## src/rtl/pixel_controller.sv

```systemverilog
// pixel_controller
//
// Sequencer between the image-processing core and an off-chip 24-bit RGB pixel SRAM.
// A run is started by `enable` while idle. It first writes up to MAX_PIX grayscale pixels
// (replicated into all three colour bytes) to consecutive SRAM words. It then reads up to
// MAX_PIX consecutive RGB words, converts each one to 8-bit grayscale and strobes `read_now`
// once per pixel. After a run the block parks in DONE until reset.
//
// Ports:
//   clk                  - system clock, all state on the rising edge
//   n_rst                - synchronous reset, active-high despite the name
//   enable               - start request, only looked at while idle
//   data_in              - grayscale pixels to write, element i -> write offset + i
//   address_write_offset - first SRAM address written
//   address_read_offset  - first SRAM address read
//   num_pix_write        - pixels to write (clamped to MAX_PIX)
//   num_pix_read         - pixels to read (clamped to MAX_PIX)
//   data_out             - grayscale results, element i <- read offset + i
//   read_now             - one-cycle strobe, data_out[i] newly valid
//   address              - SRAM address
//   w_data               - SRAM write data
//   r_data               - SRAM read data, valid while read_enable is high
//   read_enable          - SRAM read strobe
//   write_enable         - SRAM write strobe
module pixel_controller #(
    parameter int unsigned ADDR_BITS = 16,
    parameter int unsigned MAX_PIX   = 20
) (
    input  logic                          clk,
    input  logic                          n_rst,
    input  logic                          enable,
    input  logic [MAX_PIX-1:0][7:0]       data_in,
    input  logic [ADDR_BITS-1:0]          address_write_offset,
    input  logic [ADDR_BITS-1:0]          address_read_offset,
    input  logic [24:0]                   num_pix_write,
    input  logic [24:0]                   num_pix_read,
    output logic [MAX_PIX-1:0][7:0]       data_out,
    output logic                          read_now,
    output logic [ADDR_BITS-1:0]          address,
    output logic [23:0]                   w_data,
    input  logic [23:0]                   r_data,
    output logic                          read_enable,
    output logic                          write_enable
);

    localparam int unsigned CW = $clog2(MAX_PIX + 1);

    localparam logic [3:0] IDLE       = 4'd0;
    localparam logic [3:0] WR_SETUP   = 4'd1;
    localparam logic [3:0] WR_PULSE1  = 4'd2;
    localparam logic [3:0] WR_PULSE2  = 4'd3;
    localparam logic [3:0] WR_HOLD    = 4'd4;
    localparam logic [3:0] RD_ADDR    = 4'd5;
    localparam logic [3:0] RD_WAIT    = 4'd6;
    localparam logic [3:0] RD_CAPTURE = 4'd7;
    localparam logic [3:0] RD_PRESENT = 4'd8;
    localparam logic [3:0] DONE       = 4'd9;

    function automatic logic [CW-1:0] clamp_count(input logic [24:0] n);
        if (n > 25'(MAX_PIX)) begin
            return CW'(MAX_PIX);
        end
        return CW'(n);
    endfunction

    logic [3:0]               state_q, state_d;
    logic [CW-1:0]            idx_q, idx_d;
    logic [CW-1:0]            idx_inc;
    logic [CW-1:0]            w_cnt_q, r_cnt_q;
    logic [CW-1:0]            w_cnt_start, r_cnt_start;
    logic [ADDR_BITS-1:0]     wr_off_q, rd_off_q;
    logic [MAX_PIX-1:0][7:0]  pix_q;
    logic [MAX_PIX-1:0][7:0]  data_out_q;
    logic                     start;

    logic [ADDR_BITS-1:0]     wr_base, rd_base;
    logic [7:0]               pix_cur;
    logic [ADDR_BITS-1:0]     address_q, address_d;
    logic [23:0]              w_data_q, w_data_d;
    logic                     re_q, re_d;
    logic                     we_q, we_d;
    logic                     rn_q, rn_d;

    logic [9:0]               gray_sum;
    logic [7:0]               gray_px;

    assign start       = (state_q == IDLE) && enable;
    assign w_cnt_start = clamp_count(num_pix_write);
    assign r_cnt_start = clamp_count(num_pix_read);
    assign idx_inc     = idx_q + CW'(1);

    // On the start edge the run parameters are not latched yet, so take them from the ports.
    assign wr_base = (state_q == IDLE) ? address_write_offset : wr_off_q;
    assign rd_base = (state_q == IDLE) ? address_read_offset  : rd_off_q;
    assign pix_cur = (state_q == IDLE) ? data_in[idx_d]       : pix_q[idx_d];

    // (R + 2G + B) >> 2; the 10-bit sum cannot overflow, so the result fits in 8 bits.
    assign gray_sum = {2'b00, r_data[23:16]} + {1'b0, r_data[15:8], 1'b0} + {2'b00, r_data[7:0]};
    assign gray_px  = 8'(gray_sum >> 2);

    always_comb begin
        state_d = state_q;
        idx_d   = idx_q;
        unique case (state_q)
            IDLE: begin
                if (enable) begin
                    idx_d = '0;
                    if (w_cnt_start != '0) begin
                        state_d = WR_SETUP;
                    end else if (r_cnt_start != '0) begin
                        state_d = RD_ADDR;
                    end else begin
                        state_d = DONE;
                    end
                end
            end
            WR_SETUP:  state_d = WR_PULSE1;
            WR_PULSE1: state_d = WR_PULSE2;
            WR_PULSE2: state_d = WR_HOLD;
            WR_HOLD: begin
                if (idx_inc == w_cnt_q) begin
                    idx_d   = '0;
                    state_d = (r_cnt_q != '0) ? RD_ADDR : DONE;
                end else begin
                    idx_d   = idx_inc;
                    state_d = WR_SETUP;
                end
            end
            RD_ADDR:    state_d = RD_WAIT;
            RD_WAIT:    state_d = RD_CAPTURE;
            RD_CAPTURE: state_d = RD_PRESENT;
            RD_PRESENT: begin
                if (idx_inc == r_cnt_q) begin
                    state_d = DONE;
                end else begin
                    idx_d   = idx_inc;
                    state_d = RD_ADDR;
                end
            end
            DONE:    state_d = DONE;
            default: state_d = IDLE;
        endcase
    end

    // Outputs are registered: they are computed from the state being entered.
    always_comb begin
        address_d = address_q;
        w_data_d  = w_data_q;
        re_d      = 1'b0;
        we_d      = 1'b0;
        rn_d      = 1'b0;
        unique case (state_d)
            WR_SETUP: begin
                address_d = wr_base + ADDR_BITS'(idx_d);
                w_data_d  = {3{pix_cur}};
            end
            WR_PULSE1, WR_PULSE2: we_d = 1'b1;
            WR_HOLD: begin
            end
            RD_ADDR: begin
                address_d = rd_base + ADDR_BITS'(idx_d);
                w_data_d  = '0;
                re_d      = 1'b1;
            end
            RD_WAIT, RD_CAPTURE: re_d = 1'b1;
            RD_PRESENT: rn_d = 1'b1;
            default: begin
                address_d = '0;
                w_data_d  = '0;
            end
        endcase
    end

    always_ff @(posedge clk) begin
        if (n_rst) begin
            state_q    <= IDLE;
            idx_q      <= '0;
            w_cnt_q    <= '0;
            r_cnt_q    <= '0;
            wr_off_q   <= '0;
            rd_off_q   <= '0;
            pix_q      <= '0;
            data_out_q <= '0;
            address_q  <= '0;
            w_data_q   <= '0;
            re_q       <= 1'b0;
            we_q       <= 1'b0;
            rn_q       <= 1'b0;
        end else begin
            state_q   <= state_d;
            idx_q     <= idx_d;
            address_q <= address_d;
            w_data_q  <= w_data_d;
            re_q      <= re_d;
            we_q      <= we_d;
            rn_q      <= rn_d;
            if (start) begin
                w_cnt_q  <= w_cnt_start;
                r_cnt_q  <= r_cnt_start;
                wr_off_q <= address_write_offset;
                rd_off_q <= address_read_offset;
                pix_q    <= data_in;
            end
            if (state_q == RD_CAPTURE) begin
                data_out_q[idx_q] <= gray_px;
            end
        end
    end

    assign data_out     = data_out_q;
    assign read_now     = rn_q;
    assign address      = address_q;
    assign w_data       = w_data_q;
    assign read_enable  = re_q;
    assign write_enable = we_q;

endmodule

```

## config.mk

```make
export PLATFORM = sky130hd
export DESIGN_NAME = pixel_controller
export DESIGN_NICKNAME = d
export VERILOG_FILES = /design/src/rtl/pixel_controller.sv
export SDC_FILE = /design/constraint.sdc
export NUM_CORES = 1
export LEC_CHECK = 0
export BUFFER_PORTS_ARGS = -buffer_cell sky130_fd_sc_hd__clkbuf_2
export CAP_MARGIN = 5
export CORE_ASPECT_RATIO = 0.8
export CORE_MARGIN = 4
export CORE_UTILIZATION = 56
export CTS_BUF_LIST = sky130_fd_sc_hd__clkbuf_4 sky130_fd_sc_hd__clkbuf_8
export DETAILED_ROUTE_END_ITERATION = 8
export GPL_TIMING_DRIVEN = 1
export HOLD_SLACK_MARGIN = 0.08
export MAX_ROUTING_LAYER = met4
export PLACE_DENSITY = 0.92
export SETUP_SLACK_MARGIN = 0.4
export SYNTH_ARGS = -nofsm -noshare
export SYNTH_HDL_FRONTEND = slang
export SYNTH_SLANG_ARGS = --single-unit
export TNS_END_PERCENT = 10
```

## constraint.sdc

```tcl
create_clock -name clk -period 4.75 [get_ports clk]
set_input_delay 0 -clock clk [delete_from_list [all_inputs] [get_ports clk]]
set_output_delay 0 -clock clk [all_outputs]
set_load 0.02 [all_outputs]
```

Yosys cells after proc, flatten, opt, wreduce, memory -nomap -nowiden
Cells that the tools add are included.

Reductions and logical operators: 9. Multiplexer cells: 32. Equality and inequality tests: 19. Magnitude comparators: 5. Add/sub/neg operators: 5.

Operator list (number): 160-bit bitwise mux (1); 8-bit binary-select mux with 5-bit select (2); 25-bit by 5-bit greater-than comparator with 1-bit output, second input constant (2); 16-bit case mux with 3 select lines (1); 24-bit case mux with 2 select lines (1); 8-bit demux with 5-bit select (1); 4-bit case mux with 10 select lines (1); 5-bit two-way mux (7); 16-bit by 5-bit adder with 16-bit output (2); 4-bit by 3-bit == test with 1-bit output, second input constant (8); 16-bit two-way mux (2); 8-bit two-way mux (4); 4-bit two-way mux (6); 4-bit by 2-bit == test with 1-bit output, second input constant (4); 5-bit case mux with 3 select lines (1); 5-bit nonzero test (3); 4-bit == test, second input constant (3); 5-bit by 6-bit < comparator with 1-bit output, second input constant (2); 10-bit by 8-bit adder with 10-bit output (1); 8-bit by 9-bit adder with 10-bit output (1); 5-bit == test (2); 4-bit by 1-bit == test with 1-bit output, second input constant (2); 6-bit OR reduction (1); 5-bit by 1-bit adder with 5-bit output, second input constant (1); other kinds (6) (11).

Register bits after elaboration: 414. Input bits: 269. Output and inout port bits: 203.

Longest topological paths before layout
Depth in word-level cells: 11. Gate-level depth with buffers: 21.

Least setup slack after synthesis
Ideal clock, no wire load.

Kind: register -> register. Start: reg idx_q[0]. End: reg address_q[10], in the netlist address[10]. Setup slack: 0.494 ns. Data arrival time: 4.169 ns. Period minus slack after synthesis: 4.256 ns. Library setup time: 0.087 ns. Buffers on the path: 2. Cell stages (with the launch flop): 21. Data required time: 4.663 ns. Path through: dfxtp_1 -> inv_1 -> ha_1 -> xnor2_1 -> o211a_1 -> o2111a_1 -> a221oi_1 -> a21oi_1 -> buf_2 -> buf_2 -> mux4_2 -> ha_1 -> fa_1 -> a21oi_1 -> nor2_1 -> nor2_1 -> o21bai_1 -> nand3b_1 -> mux2i_1 -> mux2i_1 -> o31ai_1.

Cells in the longest elaborated chain, start to end: 7.

RTL lines: from (decl) (RTL line 67) `logic [CW-1:0] idx_q, idx_d;`; from (signal assigned) (RTL line 191) `idx_q <= idx_d;`; branches (longest 7 deep; another with 16-bit by 5-bit adder with 16-bit output); to (signal assigned) (RTL line 192) `address_q <= address_d;`; to (decl) (RTL line 78) `logic [ADDR_BITS-1:0] address_q, address_d;`.

Parallel ways; which one is timed is not known. A chain may end at the register's enable or synchronous reset.

Final worst setup path
Start: reg idx_q[0]. End: reg address_q[8], in the netlist address[8].

The elaborated chain is that of the path after synthesis.

==> impl_metrics.py <==
metrics = {
    "status": {
        "status": "finished with violations",
        "violations": "DRC",
    },
    "yosys": {
        "syn_inst": 2330,
        "synth-async-reset-ratio_pct": 0,
        "syn_area_um2": 19000,
        "ys.warnings.count": 0,
        "synth_nets": 2624,
        "synthFlopType": "dfxtp_1",
        "yosysMostFrequentCell": "nand2_1",
        "ys_types": 72,
        "synth_seq_cells": 398,
        "synth_top_area_share_pct": 42.0,
        "ys_seq_area_share_pct": 42.0,
        "syn_avg_cell_area_um2": 8.13,
        "netlist_top_cells_area": "dfxtp_1 42%, nand2_1 12%, a21oi_1 9.4%",
        "synth_commonest_cells": "585 x nand2_1, 398 x dfxtp_1, 355 x a21oi_1",
        "synth_area_leader_cell": "dfxtp_1",
        "synth_edf_count": 0,
    },
    "hold_path": {
        "min_from": "r_data[15]",
        "holdPathEnd": "data_out[63]",
        "hold_class": "in2reg",
        "hold_path_depth": 5,
    },
    "detailed_routing": {
        "met2_length_mm": 36.8,
        "drc": 18,
        "drt_iter0_drc": 4217,
        "vias": 23000,
        "wl_met3_mm": 10.5,
        "wl_mm": 84.6,
        "routed.top_layer": "met4",
        "m1WireLength_mm": 28.3,
        "viasPerCell": 6.47,
        "ant_nets": 0,
        "drt-pass1-iter-count": 9,
        "wl_per_cell_um": 23.9,
    },
    "clock_tree": {
        "clock_latency_ps": 640,
        "cts_root_buffer": "clkbuf_8",
        "cts.htree.levels": 2,
        "clock-sinks": 398,
        "clock_path_buffers": 3,
        "cts.clk_slew.worst_paths_ps": 70,
        "numCtsBuffers": 61,
        "tritoncts": "yes",
    },
    "worst_setup_path": {
        "r2r-end": "address[8]",
        "slowest_stage": "dfxtp_4",
        "crit_required_ps": 5190,
        "timing.rr.start": "idx_q[0]",
        "critical_path_class": "reg2reg",
        "critPathMaxStageDelay_ps": 410,
        "cp-end-kind": "register",
        "crit_top_cell": "buf_4",
        "crit_family": "compound AO/OA/AOI/OAI gates",
        "path_buf_inv": 5,
        "r2r_slack_ps": 340,
        "worstPathCellList": "inv_1, ha_2, xnor2_1, o211a_1, o2111a_1, a221oi_2, a21oi_2, buf_4, buf_4, mux4_2, ha_1, inv_1, o21bai_1, nand3b_1, buf_4, xnor2_1, a22oi_1, nor2_1",
        "reg2regPathDepth": 18,
        "crit_arrival_ps": 4850,
        "crit_path_start_kind": "register",
        "cp_max_fo": 17,
    },
    "timing": {
        "setup_tns_ps": 0,
        "rsz0062_at_grt": "true",
        "hold_viol": 0,
        "max-slew-margin-rel_pct": 9.65,
        "period_needed_ps": 4410,
        "drv_slew": 0,
        "max_freq_mhz": 227,
        "finalClockSkew_ps": 46.8,
        "min_period_over_period_pct": 92.7,
        "worst_slew_pin_slew_ps": 1350,
        "worst_slack_ps": 344,
        "setup_viol_count_final": 0,
    },
    "floorplan": {
        "dieArea_um2": 36900,
        "die_w_um": 214,
        "die_h_um": 173,
        "start_util_pct": 57.6,
        "core.rowCount": 59,
        "io_pins": 472,
        "core_region_area_um2": 32900,
    },
    "power_and_ir_drop": {
        "p_clk_share_pct": 37.5,
        "seq_power_share_pct": 41.0,
        "p_switching_mw": 2.77,
        "power_leakage_nw": 11.9,
        "power.share.switching_pct": 31.2,
        "combPwrFrac_pct": 21.5,
        "powerDensity_nw_per_um2": 338,
        "p_int_mw": 6.11,
        "peakVddDrop_uv": 257,
    },
    "placement": {
        "finalWeightedCongestion": 0.951,
        "io_buffers": 471,
        "post-place-ws_ps": 375,
        "dpl-instance-area_um2": 21300,
        "post-dp-hpwl_mm": 45.6,
        "placed_cells": 3073,
    },
    "global_route": {
        "antenna_found_initial": 13,
        "grt_pass1_wl_mm": 127,
        "grt_pass1_vias": 23000,
        "grtUsageTotal_pct": 44.6,
        "grt_max_degree": 165,
        "grt-ovfl-total": 0,
    },
    "layout": {
        "fin_area_um2": 26300,
        "postLayoutCoreUtil_pct": 79.8,
        "finalNetCount": 3351,
        "area_growth_syn_to_layout_pct": 38.6,
        "drive_gt1_share_pct": 23.1,
        "stdcell_count": 3545,
    },
    "job": {
        "max_cap_violations": 0,
    },
}
==> how the worst max path moves through the flow <==
stage | cells past startpoint | slack, ps | end | startpoint
after CTS | 18 | 430 | address[10] | idx_q[1]
after global placement | 18 | 530 | address[10] | idx_q[0]
final | 18 | 340 | address[8] | idx_q[0]
after floorplan | 20 | 490 | address[10] | idx_q[0]
after global routing | 18 | 160 | address[10] | idx_q[0]
after detailed placement | 18 | 380 | address[10] | idx_q[0]
==> power by group through the flow <==
| stage | clock network (mW) | logic, mW | registers [mW] |
|---|---|---|---|
| final | 3.33 | 1.91 | 3.64 |
| after floorplan | 0 | 0.959 | 3.66 |
| after detailed placement | 0 | 1.44 | 3.67 |
| after global routing | 3.45 | 1.99 | 3.64 |
| after CTS | 3.25 | 1.70 | 3.60 |
| after global placement | 0 | 1.40 | 3.66 |
==> cell families (layout without fill, tap and decap cells) <==
kind of cell	after synthesis	after routing	share of synthesized area [%]
AND/OR/NAND/NOR	931	931	20.0
AO/OA/AOI/OAI	546	546	17.1
flip-flops	398	398	42.0
multiplexers	199	199	12.3
buffers and inverters	198	973	4.82
XOR/XNOR	33	33	1.67
adder cells (fa/ha/maj)	25	25	2.01
other	0	13	0
==> stage by stage <==
stage	hold WS [ps]	power [mW]
2_1_floorplan	136	4.62
3_3_place_gp	236	5.06
3_5_place_dp	245	5.11
4_1_cts	106	8.55
5_1_grt	147	9.08
6_report	136	8.88
==> registers in the layout, indices dropped and copies added, names as in the netlist, 5 cells and up <==
name,cells
r_cnt_q,5
rd_off_q,16
w_data,8
pix_q,160
idx_q,5
w_cnt_q,5
address,16
wr_off_q,16
data_out,160
==> final cells by class <==
class | count | area [um^2]
antenna | 13 | 32.5
clock buffer | 98 | 1240
clock inverter | 13 | 168
fill | 1879 | 6650
inverter | 16 | 60.1
multi-input combinational | 1734 | 10200
sequential | 398 | 7980
tap | 427 | 534
timing repair buffer | 846 | 6090
==> tightest hold or removal path, stage by stage <==
cell and delay (ps):
clkbuf_2 80, ha_1 130, a21oi_1 50, buf_4 200
a211oi_1 230
==> cell usage in the layout, fill, tap and decap left out, types with 8 or more instances in the layout <==
master and n:
nor3_1 23, o21ai_0 22, diode_2 13, a22oi_1 17, a311oi_1 8, clkbuf_2 470, ha_1 15, buf_4 26
o22ai_1 8, clkbuf_8 81, o211ai_1 23, mux2i_1 129, nand3_1 22, nor4_1 14, nor2_1 221, dlygate4sd3_1 345
mux4_2 23, mux2_2 47, and2_1 16, inv_1 14, xor2_1 15, a21oi_1 353, clkbuf_4 17, a211oi_1 50
nand2_1 584, o31ai_1 9, dfxtp_1 393, fa_1 9, clkinv_2 8, xnor2_1 12
==> what timing repair did <==
item	4_1_cts	5_1_grt
resized for setup	1	14
setup buffers	0	2
endpoints found under the setup margin	6	19
gates cloned	0	0
hold endpoints to repair	228	0
hold buffers	345	0
pin swaps	0	3
==> routing by layer <==
| layer | up-vias | global-route usage (%) |
|---|---|---|
| li1 | 9489 | - |
| met1 | 10300 | 50.0 |
| met2 | 2286 | 66.7 |
| met3 | 899 | 13.7 |
| met4 | 0 | 33.4 |
| met5 | - | - |
Power figures use the tool's default switching activity.
